### src/rtl/oam_dma_controller.sv
// NES sprite DMA sequencer and CPU/DMA bus arbiter. Copies page XX00-XXFF to the OAM data port.
// Optional OAM_DMA_ALIGN_EN builds the odd-cycle ALIGN state and the cycle_odd parity flop.
module oam_dma_controller #(
    parameter logic [15:0] DMA_REG_ADDR  = 16'h4014,
    parameter logic [15:0] OAM_DATA_ADDR = 16'h2004
) (
    input  logic        clock0,
    input  logic        reset,
    input  logic [15:0] cpu_address,
    input  logic [7:0]  cpu_data_out,
    input  logic        cpu_read_not_write,
    output logic        cpu_ready,
    input  logic [7:0]  bus_data_in,
    output logic [15:0] bus_address,
    output logic [7:0]  bus_data_out,
    output logic        bus_read_not_write,
    output logic        dma_active
);

`ifdef OAM_DMA_ALIGN_EN
    typedef enum logic [2:0] {
        IDLE  = 3'd0,
        HALT  = 3'd1,
        ALIGN = 3'd2,
        READ  = 3'd3,
        WRITE = 3'd4
    } state_t;
`else
    typedef enum logic [2:0] {
        IDLE  = 3'd0,
        HALT  = 3'd1,
        READ  = 3'd3,
        WRITE = 3'd4
    } state_t;
`endif

    state_t     state, state_nx;
    logic [7:0] page;
    logic [7:0] index;
    logic [7:0] latch;
    logic       trigger;
    logic       last_byte;

    assign trigger   = (state == IDLE) && !cpu_read_not_write && (cpu_address == DMA_REG_ADDR);
    assign last_byte = (index == 8'hFF);

`ifdef OAM_DMA_ALIGN_EN
    logic cycle_odd;

    // Free-running parity of the CPU cycle; DMA reads must land on even cycles.
    always_ff @(posedge clock0 or posedge reset) begin
        if (reset) cycle_odd <= 1'b0;
        else       cycle_odd <= ~cycle_odd;
    end
`endif

    always_ff @(posedge clock0 or posedge reset) begin
        if (reset) state <= IDLE;
        else       state <= state_nx;
    end

    always_comb begin
        state_nx = state;
        case (state)
            IDLE:  if (trigger) state_nx = HALT;
            // Halt takes effect only on a read cycle; in-flight CPU writes finish first.
            HALT: begin
                if (cpu_read_not_write) begin
`ifdef OAM_DMA_ALIGN_EN
                    state_nx = cycle_odd ? ALIGN : READ;
`else
                    state_nx = READ;
`endif
                end
            end
`ifdef OAM_DMA_ALIGN_EN
            ALIGN: state_nx = READ;
`endif
            READ:  state_nx = WRITE;
            WRITE: state_nx = last_byte ? IDLE : READ;
            default: state_nx = IDLE;
        endcase
    end

    always_ff @(posedge clock0 or posedge reset) begin
        if (reset) begin
            page  <= 8'h00;
            index <= 8'h00;
            latch <= 8'h00;
        end else begin
            if (trigger) begin
                page  <= cpu_data_out;
                index <= 8'h00;
            end
            if (state == READ) latch <= bus_data_in;
            if (state == WRITE && !last_byte) index <= index + 8'h01;
        end
    end

    always_comb begin
        cpu_ready  = (state == IDLE);
`ifdef OAM_DMA_ALIGN_EN
        dma_active = (state == ALIGN) || (state == READ) || (state == WRITE);
`else
        dma_active = (state == READ) || (state == WRITE);
`endif
    end

    always_comb begin
        bus_address        = cpu_address;
        bus_data_out       = cpu_data_out;
        bus_read_not_write = cpu_read_not_write;
        case (state)
`ifdef OAM_DMA_ALIGN_EN
            ALIGN: begin
                bus_address        = OAM_DATA_ADDR;
                bus_data_out       = latch;
                bus_read_not_write = 1'b1;
            end
`endif
            READ: begin
                bus_address        = {page, index};
                bus_data_out       = latch;
                bus_read_not_write = 1'b1;
            end
            WRITE: begin
                bus_address        = OAM_DATA_ADDR;
                bus_data_out       = latch;
                bus_read_not_write = 1'b0;
            end
            default: ;
        endcase
    end

endmodule

### config.mk
export PLATFORM = sky130hd
export DESIGN_NAME = oam_dma_controller
export DESIGN_NICKNAME = d
export VERILOG_FILES = /design/src/rtl/oam_dma_controller.sv
export SDC_FILE = /design/constraint.sdc
export NUM_CORES = 1
export LEC_CHECK = 0
export CORE_MARGIN = 2
export CORE_UTILIZATION = 33
export DETAILED_ROUTE_END_ITERATION = 12
export PLACE_DENSITY = 0.74
export SKIP_CTS_REPAIR_TIMING = 1
export SLEW_MARGIN = 20
export SYNTH_ARGS = -nofsm -noshare
export SYNTH_HDL_FRONTEND = slang
export SYNTH_SLANG_ARGS = --single-unit
export TNS_END_PERCENT = 30
### constraint.sdc
create_clock -name clock0 -period 2.5 [get_ports clock0]
set_input_delay 0.5 -clock clock0 [delete_from_list [all_inputs] [get_ports clock0]]
set_output_delay 0.5 -clock clock0 [all_outputs]
set_load 0.02 [all_outputs]
### Word-level counts from Yosys, hierarchy flattened

Index checks and enable logic that the tools add are counted.

| storage, ports and cells | value |
|---|---|
| register bits after elaboration | 27 |
| input port bits | 35 |
| output and inout port bits | 27 |
| word-level logic and storage cells | 31 |

| operators by class | value |
|---|---|
| $add $sub $neg | 1 |
| equality and inequality tests | 7 |
| muxes and demuxes | 9 |
| reductions and logical operators | 10 |

Operator list:

| cell | count |
|---|---|
| one-hot mux 16 bit (2 select lines) | 1 |
| two-way mux 8 bit | 3 |
| equality test 16 x 15 -> 1 bit, second input constant | 1 |
| one-hot mux 3 bit (4 select lines) | 1 |
| adder 8 x 1 -> 8 bit, second input constant | 1 |
| equality test 8 bit, second input constant | 1 |
| two-way mux 3 bit | 2 |
| != test 2 bit, second input constant | 2 |
| equality test 3 x 1 -> 1 bit, second input constant | 1 |
| equality test 3 x 2 -> 1 bit, second input constant | 1 |
| equality test 3 bit, second input constant | 1 |
| logical AND 1 bit | 3 |
| logical NOT 3 bit | 1 |
| logical NOT 1 bit | 2 |
| two-way mux 2 bit | 1 |
| one-hot mux 1 bit (2 select lines) | 1 |
| AND reduction 2 bit | 1 |
| nonzero test 2 bit | 1 |
| OR reduction 2 bit | 1 |
| logical OR 1 bit | 1 |

### Longest topological paths before layout

Gate-level depths: netlist of run 1.

| logic depth | value |
|---|---|
| word-level depth | 5 |
| depth in mapped cells | 7 |
| depth with buffers taken out | 5 |

### Worst setup path before layout of run 1

Ideal clock, no wire load.

| path | value |
|---|---|
| path type | register to output |
| start point | register state[0] |
| end point | output port bus_data_out[0] |
| arrival time | 1.661 ns |
| data required time | 2.000 ns |
| setup slack | 0.339 ns |
| stages on the path, launching flop included | 6 |
| cell sequence | dfrtp_1 > or3b_1 > buf_2 > and2_4 > inv_1 > mux2_2 |

| between the ends | value |
|---|---|
| longest elaborated chain between the ends | 3 |
| elaborated cells between the ends (all ways) | 4 |
| classes of those cells | eq/ne (2); mux (1); reduce/logical (1) |

Ends and longest elaborated chain:

| item | line | source |
|---|---|---|
| start: declaration | 37 | `state_t state, state_nx;` |
| start signal: assignment | 59 | `else state <= state_nx;` |
| equality test 3 x 2 -> 1 bit / equality test 3 bit (equally long branches) | 113 | `case (state)` |
| OR reduction 2 bit (no line) (*) | -- |  |
| two-way mux 8 bit (*) | 113 |  |
| end: declaration | 15 | `output logic [7:0] bus_data_out,` |

Every way passes the cells marked *; elsewhere a longest branch is shown, timed or not.

### Worst setup path after layout of run 1

| path | value |
|---|---|
| start point | register state[2] |
| end point | output port bus_address[2] |

| between the ends | value |
|---|---|
| longest elaborated chain between the ends | 2 |
| elaborated cells between the ends (all ways) | 3 |
| classes of those cells | eq/ne (2); mux (1) |

Ends and longest elaborated chain:

| item | line | source |
|---|---|---|
| equality test 3 bit / equality test 3 x 2 -> 1 bit (equally long branches) | 113 |  |
| one-hot mux 16 bit (2 select lines) (*) | 113 |  |
| end: declaration | 14 | `output logic [15:0] bus_address,` |

Marked as above.

==> results of run 1 <==
[final cells by class]
| class | count | area, µm² | share of cell area |
|---|---|---|---|
| Tap cell | 52 | 65.06 | 0.02728 |
| Clock buffer | 3 | 41.29 | 0.01731 |
| Multi-Input combinational cell | 119 | 813.3 | 0.3410 |
| Inverter | 5 | 18.77 | 0.007870 |
| Clock inverter | 1 | 7.507 | 0.003148 |
| Sequential cell | 27 | 675.6 | 0.2833 |
| Timing Repair Buffer | 73 | 763.2 | 0.3200 |
[report_power, final]
group	switching (mW)	internal, mW
sequential	0.000181	0.436
clock	0.146	0.113
combinational	0.0660	0.0945
[metal layers]
metal | vias to the layer above | share of wire | track usage
met4 | 0 | 0.0089 | 0.04527
met1 | 690 | 0.44 | 0.2219
met2 | 37 | 0.48 | 0.2762
li1 | 712 | - | -
met3 | 4 | 0.068 | 0.03333
met5 | - | 0 | 0
[flip-flops by register name, indices dropped and copies added, names as in the netlist]
| register | count |
|---|---|
| index | 8 |
| page | 8 |
| latch | 8 |
| state | 3 |
[cells in the final DEF, fill, tap and decap left out, types with 2 or more instances in the layout]
cell type and count:
nand2_1 39, clkdlybuf4s50_1 37, dfrtp_1 27, dlymetal6s2s_1 21, a22o_1 14, buf_4 10, o21ai_0 8, mux2_2 8
mux2_4 6, nand3_1 5, inv_1 4, nor2_1 3, o22ai_1 3, clkbuf_8 3, clkbuf_2 3, and3_1 2
nor4_1 2, nor2b_1 2, a21boi_0 2, nor3b_1 2, xor2_1 2, mux2_1 2, buf_12 2
[final timing paths]
kind                                from             end  slack [ns]  depth (start not counted)
worst min register to register  latch[2]        latch[2]        0.48                          2
max in group asynchronous          reset        latch[4]        1.67                          3
worst min-delay path            latch[2]        latch[2]        0.48                          2
worst max register to register  state[0]         page[3]        0.68                          6
worst max-delay path            state[2]  bus_address[2]       -0.03                          7
min in group asynchronous          reset        index[2]        0.57                          3
[kinds of logic after synthesis]
logic type,after synthesis,synth area share
adders and majority gates,1,0.008109
xor gates and xnor gates,3,0.01703
AOI/OAI and AO/OA,34,0.1606
and+or+nand+nor,65,0.2068
muxes,16,0.1314
buffers and inverters,13,0.03811
DFF,27,0.4380
[through the flow]
stage                     utilization  worst slack (ns)  total power, mW
after floorplan                     -            0.3391           0.5067
after global placement         0.5196           0.06986           0.6132
after detailed placement       0.5196           0.02423           0.6134
after CTS                      0.5306           -0.3018           0.8687
after global routing           0.5402           -0.1504           0.8878
final                          0.5402          -0.02936           0.8564
[critical path: cells and delay by family, from the launching register on]
family        cells  cell delay (ns)
simple gates      4             0.46
buf+inv           3             0.86
flops             1             0.43
==> metrics.txt, run 1 <==
Pwr Density=359.1 nW/µm²; Fillers=386; global-route wire length before repair=6.844 mm; largest net degree at the start of global routing=28; fin cells=280; Crit Path Class=register to output pin; Synth area leaders=dfrtp_1, nand2_1, a22o_1; worst-path fanout max=10; number of CTS-inserted buffers=3; Global Route Usage Sum=0.1664; design area=2385 µm²; Layout area overhead=54.58%; fin. max-slew vios=0; die area=5238 µm²; htree depth=1; status=finished with violations; min Tclk post-route=2.529 ns; crit start category=register; Final WS setup=-0.02936 ns; Clock Sinks=27; vias in the first global route=1,404; wirelength, routed=4.281 mm; DRC=0; CP arrival=2.03 ns; skew final=0.002286 ns; core area=4414 µm²; antenna cells=0; Max Cap Viol=0; failing checks=negative setup slack; die span in x=just over 70 µm; post-synth top area cell=dfrtp_1; crit-path max cell delay=0.60 ns; worst-path cell chain=nor2b_2, nand2_2, clkinv_1, buf_4, nand2_1, nand3_1, clkdlybuf4s50_1; Synth top area share=0.4380; Placement Cell Area=2293 µm²; WL/cell=15.29 µm; # rows=24; Reg clk slew, reported paths=0.10 ns; Routed Antenna Nets=0; period utilization=1.012; DRT Pass-1 Iters=4; Worst slew margin=0.7696; Final #Nets=265; routability cong.=0.8562; Netlist cell types=38; initial core utilization=0.3495; total number of yosys warnings=0; Root Buffer=clkbuf_8; PortBufs=61; Post-Syn Instances=about 160; share of cells above drive strength 1=0.1711; Worst-Margin Slew=0.3456 ns; final hold vios=0; dpl cells=276; Post-synth EDFFs=0; Vias/cell=approximately 5.2; Mapped Area=between 1500 and 2000 µm²; crit end category=output pin; IO Count=between 60 and 70; Setup TNS=-0.03210 ns; Synth Flop Type=dfrtp_1; hold_ws=0.4839 ns; RSZ-0062 raised after global routing=true; WP data required=approximately 2 ns; Avg Inst Size Synth=9.703 µm²; Fmax achieved=395.4 MHz; CTS tree=done; post-synthesis register bit count=27; Max Buffers Root-to-Sink=2; die extent in y=72.38 µm; first-iteration detailed-routing DRC count=107; slowest cell on the critical path=clkdlybuf4s50_1; worst hold path class=register to register; total gr overflow=0; insertion delay to the later sink of the worst-skew pair=0.28 ns; part of the Yosys area used for sequential elements=0.4380; Worst VDD drop=between 0.0002 and 0.0003 V; post-synthesis async set-or-reset flop share=1.000; syn nets=195; vias=1,443; commonest cells in the netlist=nand2_1, dfrtp_1, a22o_1; HPWL after detailed placement=3.326 mm; count leader, synth=nand2_1; initial antenna violation count=0; Lkg Pwr=between 1 and 1.5 nW; final setup fails=2
Power figures use the tool's default switching activity.
==> inputs of run 2 (changes only) <==
--- a/config.mk
+++ b/config.mk
@@ -8,7 +8,7 @@
 export CORE_MARGIN = 2
 export CORE_UTILIZATION = 33
 export DETAILED_ROUTE_END_ITERATION = 12
-export PLACE_DENSITY = 0.74
+export MAX_ROUTING_LAYER = met4
 export SKIP_CTS_REPAIR_TIMING = 1
 export SLEW_MARGIN = 20
 export SYNTH_ARGS = -nofsm -noshare
==> run 2 against run 1 <==
  * The flow still finishes with violations (negative setup slack)
  * Via count increased by 0.97%
  * Clock power shrank 3%
  * Register-to-register slack improved by 0.04 ns
  * Highest routed layer unchanged
  * Worst hold slack got worse by 0.00087 ns
==> metrics.txt, run 2 (same netlist as run 1, synthesis figures left out) <==
vias=1,457 (+0.97%); IO Count=62 (unchanged); Switching Fraction=0.2416 (-0.005980); vias in the first global route=1,579 (+12%); Global Route Usage Sum=0.1832 (+0.01678); most common cell after layout, fill and taps aside=nand2_1; Worst VDD drop=0.0001859 V (-37%); Final WS setup=-0.005498 ns (+0.02386 ns); die area=5238 µm² (unchanged); Final #Nets=265 (unchanged); Sequential Power Share=0.515 (+0.005); worst hold path class=register to register; Max Buffers Root-to-Sink=2 (unchanged); Comb power frac=0.187 (about the same); insertion delay to the later sink of the worst-skew pair=0.27 ns (about the same); period utilization=1.002 (-0.009544); DRT Pass-1 Iters=4 (unchanged); Worst-Margin Slew=0.3669 ns (+0.02137 ns); fin. max-slew vios=0 (unchanged); Layout area overhead=51.91%; Clk pwr share=0.298 (-0.005); RSZ-0062 raised after global routing=true; crit start category=register; htree depth=1 (unchanged); Pwr Density=361.9 nW/µm² (+0.76%); Psw=0.2049 mW (-3.4%); # rows=24 (unchanged); top flop regs=index (8), latch (8), page (8); number of CTS-inserted buffers=3 (unchanged); internal power=0.6432 mW (-0.19%); Fmax achieved=399.1 MHz (+0.95%); share of cells above drive strength 1=0.1711 (unchanged); Crit Path Class=register to output pin; die span in x=72.38 µm (unchanged); die extent in y=72.38 µm (unchanged); initial antenna violation count=0 (unchanged); wirelength, routed=4.254 mm (-0.63%); Vias/cell=5.204 (+0.97%); routability cong.=0.8109 (-5.3%); PortBufs=61 (unchanged); final hold vios=0 (unchanged); worst-path fanout max=11 (+1); largest net degree at the start of global routing=28 (unchanged); CP arrival=2.01 ns (-0.02 ns); Max Cap Viol=0 (unchanged); skew final=0.002498 ns (+0.0002114 ns); initial core utilization=0.3495 (unchanged); Clock Sinks=27 (unchanged); Root Buffer=clkbuf_8; WL/cell=15.19 µm (-0.63%); final setup fails=1 (-1); failing checks=negative setup slack; total gr overflow=0 (unchanged); hold_ws=0.4830 ns (-0.0008660 ns); global-route wire length before repair=7.334 mm (+7.2%); core area=4414 µm² (unchanged); crit end category=output pin; HPWL after detailed placement=3.437 mm (+3.4%); CTS tree=done; min Tclk post-route=2.505 ns (-0.02386 ns); WP data required=2.00 ns (about the same); status=finished with violations; Reg clk slew, reported paths=0.09 ns (about the same); first-iteration detailed-routing DRC count=53 (-50%); Worst slew margin=0.7542 (-0.01539); Routed Antenna Nets=0 (unchanged); most frequent cells in the layout=nand2_1, clkdlybuf4s50_1, dfrtp_1, dlymetal6s2s_1, a22o_1; DRC=0 (unchanged); antenna cells=0 (unchanged); Lkg Pwr=1.266 nW (-1.6%); final core occ=0.5309 (-0.009353)
## run 2: area by class of cell
type / count / area, µm²
clock buffer: 4 / 45.04
tap: 52 / 65.06
inverter: 5 / 18.77
multi-input combinational: 119 / 808.3
timing repair buffer: 73 / 730.7
sequential: 27 / 675.6
fill: 414 / 2071
## run 2: power groups by stage
stage	combinational [mW]	clock, mW	sequential [mW]
finish	0.159	0.252	0.437
floorplan	0.0614	0	0.445
global placement	0.168	0	0.445
CTS	0.170	0.259	0.437
detailed placement	0.169	0	0.445
global route	0.171	0.277	0.437
## run 2: final timing paths
path / slack, ns / cells past startpoint / end / startpoint
worst max-delay path: -0.005 / 6 / bus_address[3] / state[2]
min in group asynchronous: 0.58 / 3 / latch[3] / reset
worst max register to register: 0.72 / 6 / page[1] / state[0]
worst min-delay path: 0.48 / 2 / latch[1] / latch[1]
max in group asynchronous: 1.66 / 3 / index[4] / reset
worst min register to register: 0.48 / 2 / latch[1] / latch[1]
## run 2: per-stage QoR
stage	cell area [µm²]	std cells	setup TNS [ns]	setup WS (ns)	total power [mW]
5_1_grt	2344	280	-0.1131	-0.1131	0.8841
4_1_cts	2326	280	-4.071	-0.2757	0.8662
3_5_place_dp	2281	276	0	0.04506	0.6147
2_1_floorplan	1543	159	0	0.3391	0.5067
3_3_place_gp	2281	276	0	0.07565	0.6137
6_report	2344	280	-0.005498	-0.005498	0.8480
## run 2: per-layer routing
layer,global-route usage,share of wire
met2,0.3140,0.52
met3,0.03333,0.053
met5,-,0
met4,0.05556,0.0045
met1,0.2197,0.42
## run 2: critical path, stage by stage, from the launching register on
cell and delay [ns]:
dfrtp_1 0.42, nor2b_1 0.20, nand2_1 0.12, clkinv_1 0.07, buf_4 0.17, a22o_1 0.16
clkdlybuf4s50_1 0.60
==> inputs of run 3 (changes only) <==
--- a/config.mk
+++ b/config.mk
@@ -5,10 +5,12 @@
 export SDC_FILE = /design/constraint.sdc
 export NUM_CORES = 1
 export LEC_CHECK = 0
+export ABC_CLOCK_PERIOD_IN_PS = 2500
 export CORE_MARGIN = 2
-export CORE_UTILIZATION = 33
+export CORE_UTILIZATION = 43
 export DETAILED_ROUTE_END_ITERATION = 12
 export MAX_ROUTING_LAYER = met4
+export PLACE_DENSITY = 0.8
 export SKIP_CTS_REPAIR_TIMING = 1
 export SLEW_MARGIN = 20
 export SYNTH_ARGS = -nofsm -noshare
==> run 3 against run 2 <==
  * Largest cell class unchanged
  * The run now ends clean
  * Clock power fell by 21%
  * Power decreased by 5.4%
  * Critical path type unchanged
  * Combinational power grew 4%
  * Highest routed layer unchanged
==> metrics.txt, run 3 (same netlist as run 1, synthesis figures left out) <==
crit-path max cell delay=0.44 ns (-0.16 ns); fin cells=279 (-0.36%); Worst-Margin Slew=0.3623 ns (-0.004620 ns); antenna cells=0 (unchanged); design area=2399 µm² (+2.3%); period utilization=0.9835 (-0.01875); Worst slew margin=0.7552 (+0.0009280); total gr overflow=0 (unchanged); first-iteration detailed-routing DRC count=131 (+150%); Layout area overhead=55.47%; Pwr Density=334.6 nW/µm² (-7.5%); insertion delay to the later sink of the worst-skew pair=0.33 ns (+0.06 ns); htree depth=1 (unchanged); Lkg Pwr=1.298 nW (+2.5%); DRC=0 (unchanged); final setup fails=0 (-1); top flop regs=index (8), latch (8), page (8); Max Buffers Root-to-Sink=2 (unchanged); initial antenna violation count=0 (unchanged); min Tclk post-route=2.459 ns (-0.04687 ns); DRT Pass-1 Iters=4 (unchanged); CTS tree=done; worst hold path class=register to register; Reg clk slew, reported paths=0.15 ns (+0.06 ns); HPWL after detailed placement=3.474 mm (+1.1%); CP arrival=1.96 ns (-0.05 ns); die extent in y=63.90 µm (-12%); die area=4083 µm² (-22%); PortBufs=61 (unchanged); Fmax achieved=406.7 MHz (+1.9%); Crit Path Class=register to output pin; vias=1,539 (+5.6%); crit start category=register; number of CTS-inserted buffers=3 (unchanged); hold_ws=0.5036 ns (+0.02057 ns); Setup TNS=0 ns (+0.005498 ns); WL/cell=16.39 µm (+7.9%); initial core utilization=0.4551 (+0.1057); final hold vios=0 (unchanged); Worst VDD drop=0.0002142 V (+15%); dpl cells=273 (-1.1%); Vias/cell=5.516 (+6.0%); Crit path max-delay family=simple AND/OR/NAND/NOR gates; register area=675.6 µm² (unchanged); Routed Antenna Nets=0 (unchanged); Clock Sinks=27 (unchanged); vias in the first global route=1,571 (-0.51%); core area=3390 µm² (-23%); skew final=0.002211 ns (-0.0002871 ns); area of the multi-input gates=813.3 µm² (+0.62%); routability cong.=0.8205 (+1.2%); WP data required=2.00 ns (about the same); slowest cell on the critical path=dfrtp_1; die span in x=63.90 µm (-12%); Placement Cell Area=2308 µm² (+1.2%); Root Buffer=clkbuf_4; share of cells above drive strength 1=0.2060 (+0.03496); status=complete, no violations; Buf/Inv on CP=2 (-1); Fillers=248 (-40%); Design Power=0.8026 mW (-5.4%); worst-path cell chain=or3b_4, and2_4, buf_12, mux2_4, buf_6; global-route wire length before repair=7.334 mm (unchanged); most frequent cells in the layout=nand2_1, clkdlybuf4s50_1, dfrtp_1, dlymetal6s2s_1, buf_4; most common cell after layout, fill and taps aside=nand2_1; RSZ-0062 raised after global routing=true; Max Cap Viol=0 (unchanged); largest net degree at the start of global routing=28 (unchanged); wirelength, routed=4.573 mm (+7.5%); fin. max-slew vios=0 (unchanged); Global Route Usage Sum=0.2333 (+0.05018); IO Count=62 (unchanged); worst-path fanout max=9 (-2); crit end category=output pin; Final #Nets=270 (+1.9%); # rows=21 (-13%)
run 3: through the flow:
stage | setup WS (ns) | utilization
3_3_place_gp | 0.08149 | 0.6811
6_report | 0.04137 | 0.7076
3_5_place_dp | 0.001793 | 0.6811
2_1_floorplan | 0.3391 | -
5_1_grt | -0.01763 | 0.7076
4_1_cts | -0.3882 | 0.6888
run 3: worst paths after layout:
kind / slack, ns / startpoint / end / cells past startpoint
worst max-delay path: 0.04 / state[2] / bus_data_out[6] / 5
worst min-delay path: 0.50 / latch[1] / latch[1] / 2
worst max register to register: 0.62 / state[2] / page[2] / 6
worst min register to register: 0.50 / latch[1] / latch[1] / 2
max in group asynchronous: 1.73 / reset / page[7] / 3
min in group asynchronous: 0.51 / reset / index[3] / 3
run 3: layout make-up:
| type | count | share of cell area |
|---|---|---|
| clock buffer | 4 | 0.01095 |
| tap | 46 | 0.02400 |
| timing repair buffer | 78 | 0.3365 |
| inverter | 5 | 0.007825 |
| sequential | 27 | 0.2817 |
| multi-input combinational | 119 | 0.3391 |
run 3: layer usage:
metal / global-route usage / up-vias / routed length [µm]
li1: - / 712 / -
met1: 0.2877 / 760 / 1940
met2: 0.3867 / 57 / 2306
met3: 0.03697 / 10 / 253
met4: 0.08696 / 0 / 72
met5: - / - / 0
run 3: power breakdown:
part	internal, mW	switching [mW]	total (mW)
Combinational	0.0967	0.0683	0.165
Clock	0.0627	0.138	0.200
Sequential	0.437	0.000195	0.437
run 3: worst reg2reg max path, stage by stage, from the launching register on:
cell     delay, ns
dfrtp_1       0.45
buf_4         0.16
nor3_2        0.19
nand3_1       0.21
nor3_4        0.24
buf_4         0.19
mux2_2        0.34
